## src/rtl/pipeline_hazard_ctrl_pkg.sv

```systemverilog
// Shared pipeline-control types and constants: scoreboard entry layout, pipeline-state
// encodings, the PC register index and the NOP exec-control vector. Pure declarations, no timing.
package pipeline_hazard_ctrl_pkg;

    localparam logic [3:0] PC_REGISTER = 4'd15;

    localparam int SB_ENTRY_W = 5;

    typedef struct packed {
        logic                  vld;
        logic [SB_ENTRY_W-2:0] rgn;
    } sb_entry_t;

    localparam sb_entry_t SB_EMPTY = '{vld: 1'b0, rgn: '0};

    typedef enum logic {
        PS_RUN   = 1'b0,
        PS_FLUSH = 1'b1
    } pipe_state_e;

    // Loaded into exec_ctrl by the top level whenever bubble_e is high.
    localparam int                     EXEC_CTRL_W   = 16;
    localparam logic [EXEC_CTRL_W-1:0] EXEC_NOP_CTRL = '0;

endpackage

```

## src/rtl/pipeline_hazard_ctrl_sb_match.sv

```systemverilog
// Compares one decode source register against one scoreboard entry; purely combinational.
// R15 never matches because the PC value is supplied by the PC logic, not the regfile.
module pipeline_hazard_ctrl_sb_match
    import pipeline_hazard_ctrl_pkg::*;
(
    input  logic [3:0] src,
    input  logic       src_used,
    input  sb_entry_t  entry,
    output logic       hit
);

    assign hit = src_used & (src != PC_REGISTER) & entry.vld & (entry.rgn == src);

endmodule

```

## src/rtl/pipeline_hazard_ctrl.sv

```systemverilog
// Fetch/decode stall, exec bubble and post-redirect flush control for the 5-stage pipeline.
// Outputs are combinational from registered scoreboard/FSM plus current decode inputs.
module pipeline_hazard_ctrl
    import pipeline_hazard_ctrl_pkg::*;
#(
    parameter int FLUSH_CYCLES = 2,
    parameter int WB_BYPASS    = 0,
    parameter int CNT_W        = 16
) (
    input  logic             clk,
    input  logic             reset,
    input  logic             decd_valid,
    input  logic [3:0]       decd_rn,
    input  logic             decd_rn_used,
    input  logic [3:0]       decd_rm,
    input  logic             decd_rm_used,
    input  logic [3:0]       decd_rd,
    input  logic             decd_rd_write,
    input  logic             exec_redirect,
    output logic             stall_fd,
    output logic             bubble_e,
    output logic             flush,
    output logic             issue,
    output logic             busy_state,
    output logic [CNT_W-1:0] stall_cnt,
    output logic [CNT_W-1:0] flush_cnt
);

    localparam logic [2:0] FLUSH_RELOAD = 3'(FLUSH_CYCLES - 1);
    // With a forwarding regfile the wrbk entry is already readable, so it drops out of the compare.
    localparam logic [2:0] CMP_MASK     = (WB_BYPASS != 0) ? 3'b011 : 3'b111;

    sb_entry_t        sb_e_q, sb_e_d;
    sb_entry_t        sb_m_q, sb_m_d;
    sb_entry_t        sb_w_q, sb_w_d;
    pipe_state_e      state_q, state_d;
    logic [2:0]       fcnt_q, fcnt_d;
    logic [CNT_W-1:0] stall_cnt_q, stall_cnt_d;
    logic [CNT_W-1:0] flush_cnt_q, flush_cnt_d;

    sb_entry_t  sb_ent [3];
    logic [2:0] hit_rn;
    logic [2:0] hit_rm;
    logic       dv_eff;
    logic       redir_eff;
    logic       run;
    logic       hazard;

    assign sb_ent[0] = sb_e_q;
    assign sb_ent[1] = sb_m_q;
    assign sb_ent[2] = sb_w_q;

    for (genvar i = 0; i < 3; i++) begin : g_match
        pipeline_hazard_ctrl_sb_match u_rn (
            .src      (decd_rn),
            .src_used (decd_rn_used),
            .entry    (sb_ent[i]),
            .hit      (hit_rn[i])
        );
        pipeline_hazard_ctrl_sb_match u_rm (
            .src      (decd_rm),
            .src_used (decd_rm_used),
            .entry    (sb_ent[i]),
            .hit      (hit_rm[i])
        );
    end

    // While reset is held the outputs behave as if decode were empty and no redirect occurred.
    always_comb begin
        dv_eff    = decd_valid & ~reset;
        redir_eff = exec_redirect & ~reset;
        run       = (state_q == PS_RUN);
        hazard    = dv_eff & run & (|((hit_rn | hit_rm) & CMP_MASK));
        issue     = dv_eff & ~hazard & run & ~redir_eff;
        stall_fd  = hazard & ~redir_eff;
        bubble_e  = ~issue;
        flush     = ~reset & (redir_eff | ~run);
    end

    always_comb begin
        sb_e_d = SB_EMPTY;
        if (issue) begin
            sb_e_d = '{vld: decd_rd_write, rgn: decd_rd};
        end
        sb_m_d = sb_e_q;
        sb_w_d = sb_m_q;
    end

    // fcnt counts the FLUSH-state cycles still to come, including the current one.
    always_comb begin
        state_d = state_q;
        fcnt_d  = fcnt_q;
        case (state_q)
            PS_RUN: begin
                if (redir_eff && (FLUSH_RELOAD != 3'd0)) begin
                    state_d = PS_FLUSH;
                    fcnt_d  = FLUSH_RELOAD;
                end
            end
            PS_FLUSH: begin
                if (redir_eff) begin
                    fcnt_d = FLUSH_RELOAD;
                end else if (fcnt_q <= 3'd1) begin
                    state_d = PS_RUN;
                    fcnt_d  = 3'd0;
                end else begin
                    fcnt_d = fcnt_q - 3'd1;
                end
            end
            default: begin
                state_d = PS_RUN;
                fcnt_d  = 3'd0;
            end
        endcase
    end

    always_comb begin
        stall_cnt_d = stall_cnt_q;
        flush_cnt_d = flush_cnt_q;
        if (stall_fd && (stall_cnt_q != {CNT_W{1'b1}})) begin
            stall_cnt_d = stall_cnt_q + CNT_W'(1);
        end
        if (flush && (flush_cnt_q != {CNT_W{1'b1}})) begin
            flush_cnt_d = flush_cnt_q + CNT_W'(1);
        end
    end

    always_ff @(posedge clk) begin
        if (reset) begin
            sb_e_q      <= SB_EMPTY;
            sb_m_q      <= SB_EMPTY;
            sb_w_q      <= SB_EMPTY;
            state_q     <= PS_RUN;
            fcnt_q      <= 3'd0;
            stall_cnt_q <= '0;
            flush_cnt_q <= '0;
        end else begin
            sb_e_q      <= sb_e_d;
            sb_m_q      <= sb_m_d;
            sb_w_q      <= sb_w_d;
            state_q     <= state_d;
            fcnt_q      <= fcnt_d;
            stall_cnt_q <= stall_cnt_d;
            flush_cnt_q <= flush_cnt_d;
        end
    end

    assign busy_state = (state_q == PS_FLUSH);
    assign stall_cnt  = stall_cnt_q;
    assign flush_cnt  = flush_cnt_q;

endmodule
```

## config.mk

```make
export PLATFORM = sky130hd
export DESIGN_NAME = pipeline_hazard_ctrl
export DESIGN_NICKNAME = d
export VERILOG_FILES = /design/src/rtl/pipeline_hazard_ctrl_pkg.sv /design/src/rtl/pipeline_hazard_ctrl_sb_match.sv /design/src/rtl/pipeline_hazard_ctrl.sv
export SDC_FILE = /design/constraint.sdc
export NUM_CORES = 1
export LEC_CHECK = 0
export CELL_PAD_IN_SITES_DETAIL_PLACEMENT = 0
export CELL_PAD_IN_SITES_GLOBAL_PLACEMENT = 1
export CORE_MARGIN = 4
export CORE_UTILIZATION = 32
export DETAILED_ROUTE_END_ITERATION = 6
export PLACE_DENSITY_LB_ADDON = 0.1
export SETUP_SLACK_MARGIN = 0.02
export SLEW_MARGIN = 10
export SYNTH_ARGS = -nofsm -noshare
export SYNTH_HDL_FRONTEND = slang
export SYNTH_HIERARCHICAL = 1
export SYNTH_SLANG_ARGS = --single-unit
```

## constraint.sdc

```tcl
create_clock -name clk -period 1.88 [get_ports clk]
set_input_delay 0.376 -clock clk [delete_from_list [all_inputs] [get_ports clk]]
set_output_delay 0.376 -clock clk [all_outputs]
set_load 0.01 [all_outputs]
```

==> flow_metrics.py, run 1 <==
metrics = {
    "routing": {
        "vias": 2395,
        "drt_iter0_markers": 63,
        "antenna_left": 0,
        "routed_wl_um": 6820,
        "drt-pass1-iter-count": 4,
        "via_per_inst": 4.85,
        "route.detailed.drc": 0,
        "wl_per_cell_um": 13.8,
    },
    "critical_path": {
        "crit_slowest_cell": "a2111oi_2",
        "r2r_start": "sb_e_q[0]",
        "worstReg2RegEnd": "stall_cnt[10]",
        "path_cells": "dlygate4sd2_1, nand3_1, nand2_1, a2111oi_2, nor2_1, buf_4, a31o_4, buf_6, buf_6, buf_6, nor4b_4, xnor2_1, nor2_1",
        "r2r_cells": 13,
        "worst_setup_path_end_kind": "register",
        "critPathBufInv": 5,
        "path_class": "in -> reg",
        "cp-start-kind": "input pin",
        "cpLargestDelayFamily": "buffers and inverters",
        "cpMostUsedCell": "buf_6",
        "cp_max_fo": 6,
        "cp_slowest_stage_delay_ps": 390,
        "arrival_ps": 2540,
        "rrSetupSlack_ps": -470,
        "crit_required_ps": 2060,
    },
    "sta": {
        "fin_hold_ws_ps": 501,
        "period_needed_ps": 2360,
        "finalHoldViolations": 0,
        "relSlewSlack_pct": 65.7,
        "drv_slew": 0,
        "finalSetupViolCount": 19,
        "worst_pin_slew_ps": 514,
        "max_freq_mhz": 425,
        "post-route-period-util_pct": 125,
        "rsz0062_at_grt": "yes",
        "fin_skew_ps": 7.06,
        "fin_ws_ps": -475,
    },
    "final_layout": {
        "drive_gt1_share_pct": 26.0,
        "n_fill_cell": 721,
        "diodes": 0,
        "post-route-util_pct": 49.9,
        "seqCellArea_um2": 1030,
        "final_cells": 494,
        "multi_input_area_um2": 1730,
        "area_growth_pct": 49.1,
        "layout.nets": 414,
    },
    "global_routing": {
        "grt_max_degree": 47,
        "antenna_found_initial": 0,
        "grt-ovfl-total": 0,
        "grt_pass1_wl_um": 11400,
        "grt_pass1_vias": 2338,
        "grt_usage_pct": 14.2,
    },
    "yosys": {
        "synth-compound-area-share_pct": 12.3,
        "synth_cells": 295,
        "synth-warning-count": 6,
        "ys.flop_type": "dfxtp_1",
        "synth_top_family_by_area": "simple AND/OR/NAND/NOR gates",
        "ys_async_sr_fraction_pct": 0,
        "synth.top_cell.area_share_pct": 38.7,
        "synthesis.area_um2": 2640,
        "ys_seq_elements": 51,
        "ys_seq_area_share_pct": 38.7,
        "muxShareOfSynthArea_pct": 0.758,
        "avgSynthCellArea_um2": 8.95,
        "yosys.area_share.adder_pct": 1.90,
        "synth-simple-area-share_pct": 29.7,
        "synth-xor-area-share_pct": 12.6,
        "yosysTopAreaCell": "dfxtp_1",
        "synthTopCellsByArea": "dfxtp_1 39%, xnor2_1 8.3%, nor2_1 4.8%, xor2_1 4.3%, nand3_1 3.6%",
        "synthDistinctLibCells": 43,
        "synth-edff-count": 0,
        "syn-num-nets": 318,
    },
    "status": {
        "outcome": "finished, violations left",
        "violations": "setup timing",
    },
    "pwr": {
        "p_total_w": 0.00212,
        "p_leak_nw": 1.40,
        "ir_worst_vdd_uv": 340,
        "powerDensity_nw_per_um2": 539,
    },
    "min_path": {
        "hp-start": "flush_cnt[2]",
        "hold_path_class": "reg -> reg",
        "min_to": "flush_cnt[2]",
        "whs_path_depth": 1,
    },
    "die": {
        "core-area_um2": 7890,
        "dieArea_um2": 9770,
        "io_pins": 56,
        "dieWidth_um": 98.8,
        "start_util_pct": 33.5,
        "die_height_um": 98.8,
        "rows": 32,
    },
    "run": {
        "max_cap_violations": 0,
    },
    "clock_tree": {
        "cts.sinks": 51,
        "clkLatencyLatePin_ps": 300,
        "clockBufferDepth": 2,
        "cts_tree": "yes",
        "clk_pin_slew_ps": 100,
        "htree_num_levels": 2,
        "root_buffer": "clkbuf_8",
        "cts_buffers": 5,
    },
    "placed_design": {
        "port-buffer-count": 55,
        "globalplace.congestion": 0.752,
        "dp_hpwl_um": 4960,
        "dp_cells": 477,
    },
}
## per-layer routing
layer,part of all wire (%),routed length [um],global-route usage [%]
met1,46,3170,18.3
met2,49,3350,23.7
met3,3.8,257,3.54
met4,0.60,41,3.47
met5,0,0,0
## kinds of logic after synthesis
| kind of cell | after synthesis |
|---|---|
| and+or+nand+nor | 137 |
| DFF | 51 |
| AOI/OAI and AO/OA | 39 |
| xor gates and xnor gates | 38 |
| buffers and inverters | 24 |
| adders and majority gates | 4 |
| muxes | 2 |
## cell type report
cell class	count	share of cell area [%]
Clock buffer	6	2.10
Clock inverter	2	0.890
Inverter	15	1.43
Multi-Input combinational cell	220	43.9
Sequential cell	51	26.1
Tap cell	102	3.24
Timing Repair Buffer	98	22.3
## cell usage after synthesis, types with 4 or more instances
library cell / instances
nand2_1: 19
o2111ai_1: 6
nand4_1: 9
nor2_1: 34
nor2b_1: 10
xnor2_1: 25
and3_1: 4
nand3_1: 19
and2_1: 6
a2111oi_2: 6
and4_1: 4
nor4_1: 8
inv_1: 15
dfxtp_1: 51
ha_1: 4
xor2_1: 13
nor3_1: 7
o21ai_0: 4
clkbuf_1: 7
a21oi_1: 10
## timing repair
item | 4_1_cts | 5_1_grt
setup endpoints to repair | 31 | 25
hold buffers | 0 | 0
pin swaps | 19 | 15
buffers inserted | 6 | 3
gates resized for setup | 60 | 15
## state kept, by name, indices dropped and copies added (netlist names)
register,flops
busy_state,1
stall_cnt,16
sb_e_q,5
sb_ent,10
flush_cnt,16
fcnt_q,3
## worst max path at each step
stage | endpoint | cells after the start | start | slack [ps]
after floorplan | stall_cnt[9] | 8 | decd_rm[1] | -70
after global placement | stall_fd | 8 | decd_rn[1] | -1060
after detailed placement | stall_fd | 8 | decd_rn[0] | -1050
after CTS | stall_fd | 9 | sb_e_q[0] | -480
after global routing | stall_cnt[11] | 11 | sb_e_q[0] | -610
final | stall_cnt[10] | 13 | decd_rm[3] | -480
## layout by cell type (no fill, tap or decap), types with 3 or more instances in the layout
master           count
xor2_1              12
dfxtp_1             47
a2111oi_2            6
clkdlybuf4s50_1     41
o21ai_0              4
nor2_1              31
a21oi_1              9
nand4_1              9
clkbuf_8             6
nor4_4               9
dlygate4sd2_1        5
a211oi_1             3
inv_1               14
nor3_1               4
dfxtp_2              3
clkdlybuf4s15_2      5
and4_1               4
ha_1                 4
nand2_1             19
xnor2_1             23
and2_1               6
o2111ai_1            5
nand3_1             19
nor2b_1             10
and3_1               4
nor3_2               4
buf_4               38
nand2b_1             3
buf_6                6
## per-stage QoR
stage,TNS (ps),setup WS (ps),instance area (um2)
finish,-6880,-475,3940
global route,-9410,-613,3940
CTS,-7630,-482,3840
detailed placement,-24540,-1050,3560
global placement,-24580,-1060,3560
floorplan,-314,-65.5,2670
## report_power, final
part,internal [W],switching [W]
sequential,0.00109,0.0000171
clock,0.000431,0.000371
combinational,0.000103,0.000102
No activity file was read; power rests on OpenSTA's default activity.
==> run 2, diff against run 1 <==
--- a/config.mk
+++ b/config.mk
@@ -7,6 +7,7 @@
 export LEC_CHECK = 0
 export CELL_PAD_IN_SITES_DETAIL_PLACEMENT = 0
 export CELL_PAD_IN_SITES_GLOBAL_PLACEMENT = 1
+export CORE_ASPECT_RATIO = 1.75
 export CORE_MARGIN = 4
 export CORE_UTILIZATION = 32
 export DETAILED_ROUTE_END_ITERATION = 6
==> flow_metrics.py, run 2 (same netlist as run 1, synthesis figures left out) <==
metrics = {
    "sta": {
        "max_freq_mhz": 446,
        "finalSetupViolCount": 19,
        "fin_ws_ps": -361,
        "post-route-period-util_pct": 119,
        "drv_slew": 0,
        "period_needed_ps": 2240,
        "relSlewSlack_pct": 61.2,
        "fin_skew_ps": 7.47,
        "finalSetupTns_ps": -5140,
        "worst_pin_slew_ps": 581,
        "rsz0062_at_grt": "yes",
        "fin_hold_ws_ps": 510,
        "finalHoldViolations": 0,
    },
    "critical_path": {
        "r2r_start": "sb_ent[5]",
        "r2r_cells": 10,
        "crit_required_ps": 1500,
        "cp_max_fo": 6,
        "setup.worst_path.start": "decd_rn[1]",
        "cp-start-kind": "input pin",
        "crit_end": "stall_fd",
        "worst_setup_path_end_kind": "primary output",
        "path_class": "in -> out",
        "arrival_ps": 1860,
        "worstReg2RegEnd": "stall_cnt[8]",
        "rrSetupSlack_ps": -340,
    },
    "pwr": {
        "powerDensity_nw_per_um2": 592,
        "net-switching-power_w": 0.000544,
        "seqPwrFrac_pct": 45.9,
        "comb_power_share_pct": 9.5,
        "clock_power_share_pct": 44.6,
        "p_int_w": 0.00186,
        "swShare_pct": 22.6,
        "p_total_w": 0.00241,
        "p_leak_nw": 1.45,
        "ir_worst_vdd_uv": 419,
    },
    "placed_design": {
        "port-buffer-count": 55,
        "dp_hpwl_um": 5570,
        "place_area_um2": 3540,
        "globalplace.congestion": 0.909,
    },
    "global_routing": {
        "grt_pass1_wl_um": 12300,
        "antenna_found_initial": 0,
        "grt_pass1_vias": 2539,
        "grt_max_degree": 47,
        "grt-ovfl-total": 0,
        "grt_usage_pct": 15.9,
    },
    "die": {
        "rows": 43,
        "core-area_um2": 7960,
        "dieWidth_um": 76.7,
        "dieArea_um2": 9820,
        "start_util_pct": 33.2,
        "io_pins": 56,
        "die_height_um": 128,
    },
    "clock_tree": {
        "clkLatencyLatePin_ps": 290,
        "ctsHoldBuffers": 0,
        "cts.sinks": 51,
        "cts_buffers": 5,
        "clockBufferDepth": 2,
        "clk_pin_slew_ps": 70,
        "root_buffer": "clkbuf_16",
        "htree_num_levels": 2,
        "cts_tree": "yes",
    },
    "min_path": {
        "whs_path_depth": 1,
        "hold_path_class": "reg -> reg",
        "hp-start": "sb_e_q[2]",
    },
    "final_layout": {
        "layout.nets": 411,
        "n_fill_cell": 756,
        "layout_commonest_cell": "dfxtp_1",
        "finish.instance_area_um2": 4070,
        "area_growth_pct": 54.3,
        "diodes": 0,
        "drive_gt1_share_pct": 30.3,
        "mostFrequentLayoutCells": "43 x dfxtp_1, 39 x clkdlybuf4s50_1, 36 x buf_4, 30 x nor2_1, 20 x xnor2_1",
    },
    "routing": {
        "wl_per_cell_um": 16.1,
        "route.detailed.drc": 0,
        "drt_iter0_markers": 75,
        "via_per_inst": 5.14,
        "routed_wl_um": 7730,
        "vias": 2464,
        "drt-pass1-iter-count": 4,
        "antenna_left": 0,
    },
    "run": {
        "max_cap_violations": 0,
    },
    "status": {
        "violations": "setup timing",
        "outcome": "finished, violations left",
    },
}
==> run 2: cell types whose count changed in the layout (fill, tap and decap cells not counted), sizes merged <==
cell,change
clkdlybuf4s50,-2
clkdlybuf4s15,-2
dlymetal6s2s,+1
==> run 2: what timing repair did <==
item	CTS	global route
setup buffers	4	2
pin swaps	20	18
setup endpoints to repair	35	28
resized for setup	80	31
cloned	0	0
==> run 2: worst max-delay path: stages <==
cell,delay [ps]
clkdlybuf4s15_2,260
nand3_1,110
nand2_1,70
a2111oi_2,400
nor2_1,110
buf_4,150
a31o_4,250
inv_2,60
buf_6,90
==> run 2: final cells by class <==
cell class / count / area, um2 / share of cell area [%]
Inverter: 15 / 56.3 / 1.38
Timing Repair Buffer: 95 / 850 / 20.9
Sequential cell: 51 / 1040 / 25.4
Clock inverter: 2 / 35.0 / 0.860
Multi-Input combinational cell: 220 / 1840 / 45.3
Tap cell: 90 / 113 / 2.76
Clock buffer: 6 / 139 / 3.41
==> run 2: metrics by stage <==
stage | worst slack, ps | util (%) | std cells
after detailed placement | -1110 | 44.5 | 465
after floorplan | -65.5 | - | 295
after CTS | -407 | 49.8 | 477
after global routing | -441 | 51.1 | 479
after global placement | -1090 | 44.5 | 465
final | -361 | 51.1 | 479
==> run 2: how the worst min path moves through the flow <==
stage,endpoint,slack [ps]
after CTS,sb_ent[0],510
final,sb_ent[7],510
after global placement,sb_ent[9],490
after floorplan,fcnt_q[2],450
after detailed placement,sb_ent[9],490
after global routing,sb_ent[5],520
==> run 2: power by group through the flow <==
| stage | sequential (W) | clock [W] | combinational (W) |
|---|---|---|---|
| after floorplan | 0.00114 | 0 | 0.0000791 |
| final | 0.00111 | 0.00107 | 0.000229 |
| after CTS | 0.00111 | 0.00111 | 0.000221 |
| after detailed placement | 0.00113 | 0 | 0.000211 |
| after global routing | 0.00111 | 0.00115 | 0.000248 |
| after global placement | 0.00113 | 0 | 0.000211 |
==> run 2: metal layers <==
metal	wire length, um	track usage (%)	vias up
li1	-	-	1229
met1	2830	15.6	1158
met2	4430	30.6	57
met3	206	2.95	20
met4	267	8.64	0
met5	0	0	-
==> run 3, diff against run 2 <==
--- a/config.mk
+++ b/config.mk
@@ -9,7 +9,8 @@
 export CELL_PAD_IN_SITES_GLOBAL_PLACEMENT = 1
 export CORE_ASPECT_RATIO = 1.75
 export CORE_MARGIN = 4
-export CORE_UTILIZATION = 32
+export CORE_UTILIZATION = 34
+export CTS_CLUSTER_SIZE = 30
 export DETAILED_ROUTE_END_ITERATION = 6
 export PLACE_DENSITY_LB_ADDON = 0.1
 export SETUP_SLACK_MARGIN = 0.02
==> flow_metrics.py, run 3 (same netlist as run 1, synthesis figures left out) <==
metrics = {
    "run": {
        "max_cap_violations": 0,
    },
    "critical_path": {
        "cp_slowest_stage_delay_ps": 380,
        "worst_setup_path_end_kind": "primary output",
        "path_cells": "xnor2_1, o2111ai_1, a2111oi_2, nor2_1, buf_4, a31o_4, inv_2, buf_6",
        "cp_max_fo": 3,
        "r2r_cells": 11,
        "arrival_ps": 1810,
        "cp_num_cells": 8,
        "path_class": "reg -> out",
        "crit_required_ps": 1500,
        "critPathBufInv": 3,
        "cp-start-kind": "register",
        "crit_slowest_cell": "dfxtp_2",
        "cpLargestDelayFamily": "compound AO/OA/AOI/OAI gates",
    },
    "sta": {
        "drv_slew": 0,
        "relSlewSlack_pct": 59.7,
        "finalHoldViolations": 0,
        "fin_ws_ps": -304,
        "fin_skew_ps": 4.47,
        "post-route-period-util_pct": 116,
        "max_freq_mhz": 458,
        "finalSetupTns_ps": -4250,
        "fin_hold_ws_ps": 493,
        "rsz0062_at_grt": "yes",
        "period_needed_ps": 2180,
        "worst_pin_slew_ps": 602,
        "finalSetupViolCount": 19,
    },
    "placed_design": {
        "dp_cells": 461,
        "port-buffer-count": 55,
        "place_area_um2": 3540,
        "dp_hpwl_um": 5510,
        "globalplace.congestion": 0.830,
    },
    "pwr": {
        "ir_worst_vdd_uv": 386,
        "p_leak_nw": 1.42,
        "powerDensity_nw_per_um2": 578,
        "p_total_w": 0.00230,
    },
    "die": {
        "dieArea_um2": 9290,
        "die_height_um": 125,
        "dieWidth_um": 74.6,
        "rows": 42,
        "core-area_um2": 7570,
        "io_pins": 56,
        "start_util_pct": 34.9,
    },
    "clock_tree": {
        "clk_pin_slew_ps": 70,
        "root_buffer": "clkbuf_16",
        "cts.sinks": 51,
        "ctsHoldBuffers": 0,
        "clkLatencyLatePin_ps": 290,
        "cts_buffers": 5,
        "cts_tree": "yes",
        "htree_num_levels": 2,
        "clockBufferDepth": 2,
    },
    "routing": {
        "drt_iter0_markers": 66,
        "vias": 2455,
        "wl_per_cell_um": 15.3,
        "route.detailed.drc": 0,
        "antenna_left": 0,
        "via_per_inst": 5.11,
        "routed_wl_um": 7360,
        "drt-pass1-iter-count": 4,
    },
    "global_routing": {
        "grt_pass1_wl_um": 12300,
        "grt-ovfl-total": 0,
        "grt_pass1_vias": 2528,
        "antenna_found_initial": 0,
        "grt_max_degree": 47,
        "grt_usage_pct": 17.0,
    },
    "final_layout": {
        "final_cells": 480,
        "layout_commonest_cell": "dfxtp_1",
        "finish.instance_area_um2": 3980,
        "layout.nets": 414,
        "area_growth_pct": 50.8,
        "diodes": 0,
        "drive_gt1_share_pct": 27.8,
        "mostFrequentLayoutCells": "41 x dfxtp_1, 40 x buf_4, 39 x clkdlybuf4s50_1, 32 x nor2_1, 22 x xnor2_1",
    },
    "min_path": {
        "whs_path_depth": 1,
        "hold_path_class": "reg -> reg",
    },
    "status": {
        "outcome": "finished, violations left",
        "violations": "setup timing",
    },
}
## run 3: cell types whose count changed in the layout (fill, tap and decap cells not counted), moves of 3 or more
cell and delta:
buf_4 +4, buf_6 -4, dfxtp_2 +4, o2111ai_1 +3, o2111ai_2 -3
## run 3: worst paths after layout
kind,startpoint,to,slack (ps)
min reg2reg,sb_e_q[2],sb_ent[7],490
max reg2reg,sb_ent[5],stall_cnt[3],-290
max,sb_ent[5],stall_fd,-300
min,sb_e_q[2],sb_ent[7],490
## run 3: repair_timing
action                                  CTS  global route
endpoints found under the setup margin   35            22
gates resized for setup                  78            14
setup buffers                             8             3
pin swaps                                23            11
## run 3: metrics by stage
stage	worst slack (ps)	utilization, %
after floorplan	-65.5	-
after global placement	-1070	46.8
after detailed placement	-1050	46.8
after CTS	-431	51.7
after global routing	-415	52.6
final	-304	52.6
## run 3: layer usage
metal  up-vias  GRT usage [%]  share of wire (%)
li1       1236              -                  -
met1      1156           17.8                 37
met2        48           31.4                 57
met3        15           3.31                2.9
met4         0           6.60                3.0
met5         -              0                  0
## run 3: cell type report
cell class | instances | area, um2
Timing Repair Buffer | 98 | 873
Tap cell | 88 | 110
Sequential cell | 51 | 1030
Inverter | 15 | 56.3
Fill cell | 748 | 3590
Clock buffer | 8 | 156
Multi-Input combinational cell | 220 | 1750
## run 3: report_power, final
part / switching, W / total, W / leakage (nW) / internal (W)
Sequential: 0.0000160 / 0.00111 / 0.417 / 0.00110
Combinational: 0.000107 / 0.000211 / 0.922 / 0.000103
Clock: 0.000408 / 0.000976 / 0.0772 / 0.000568
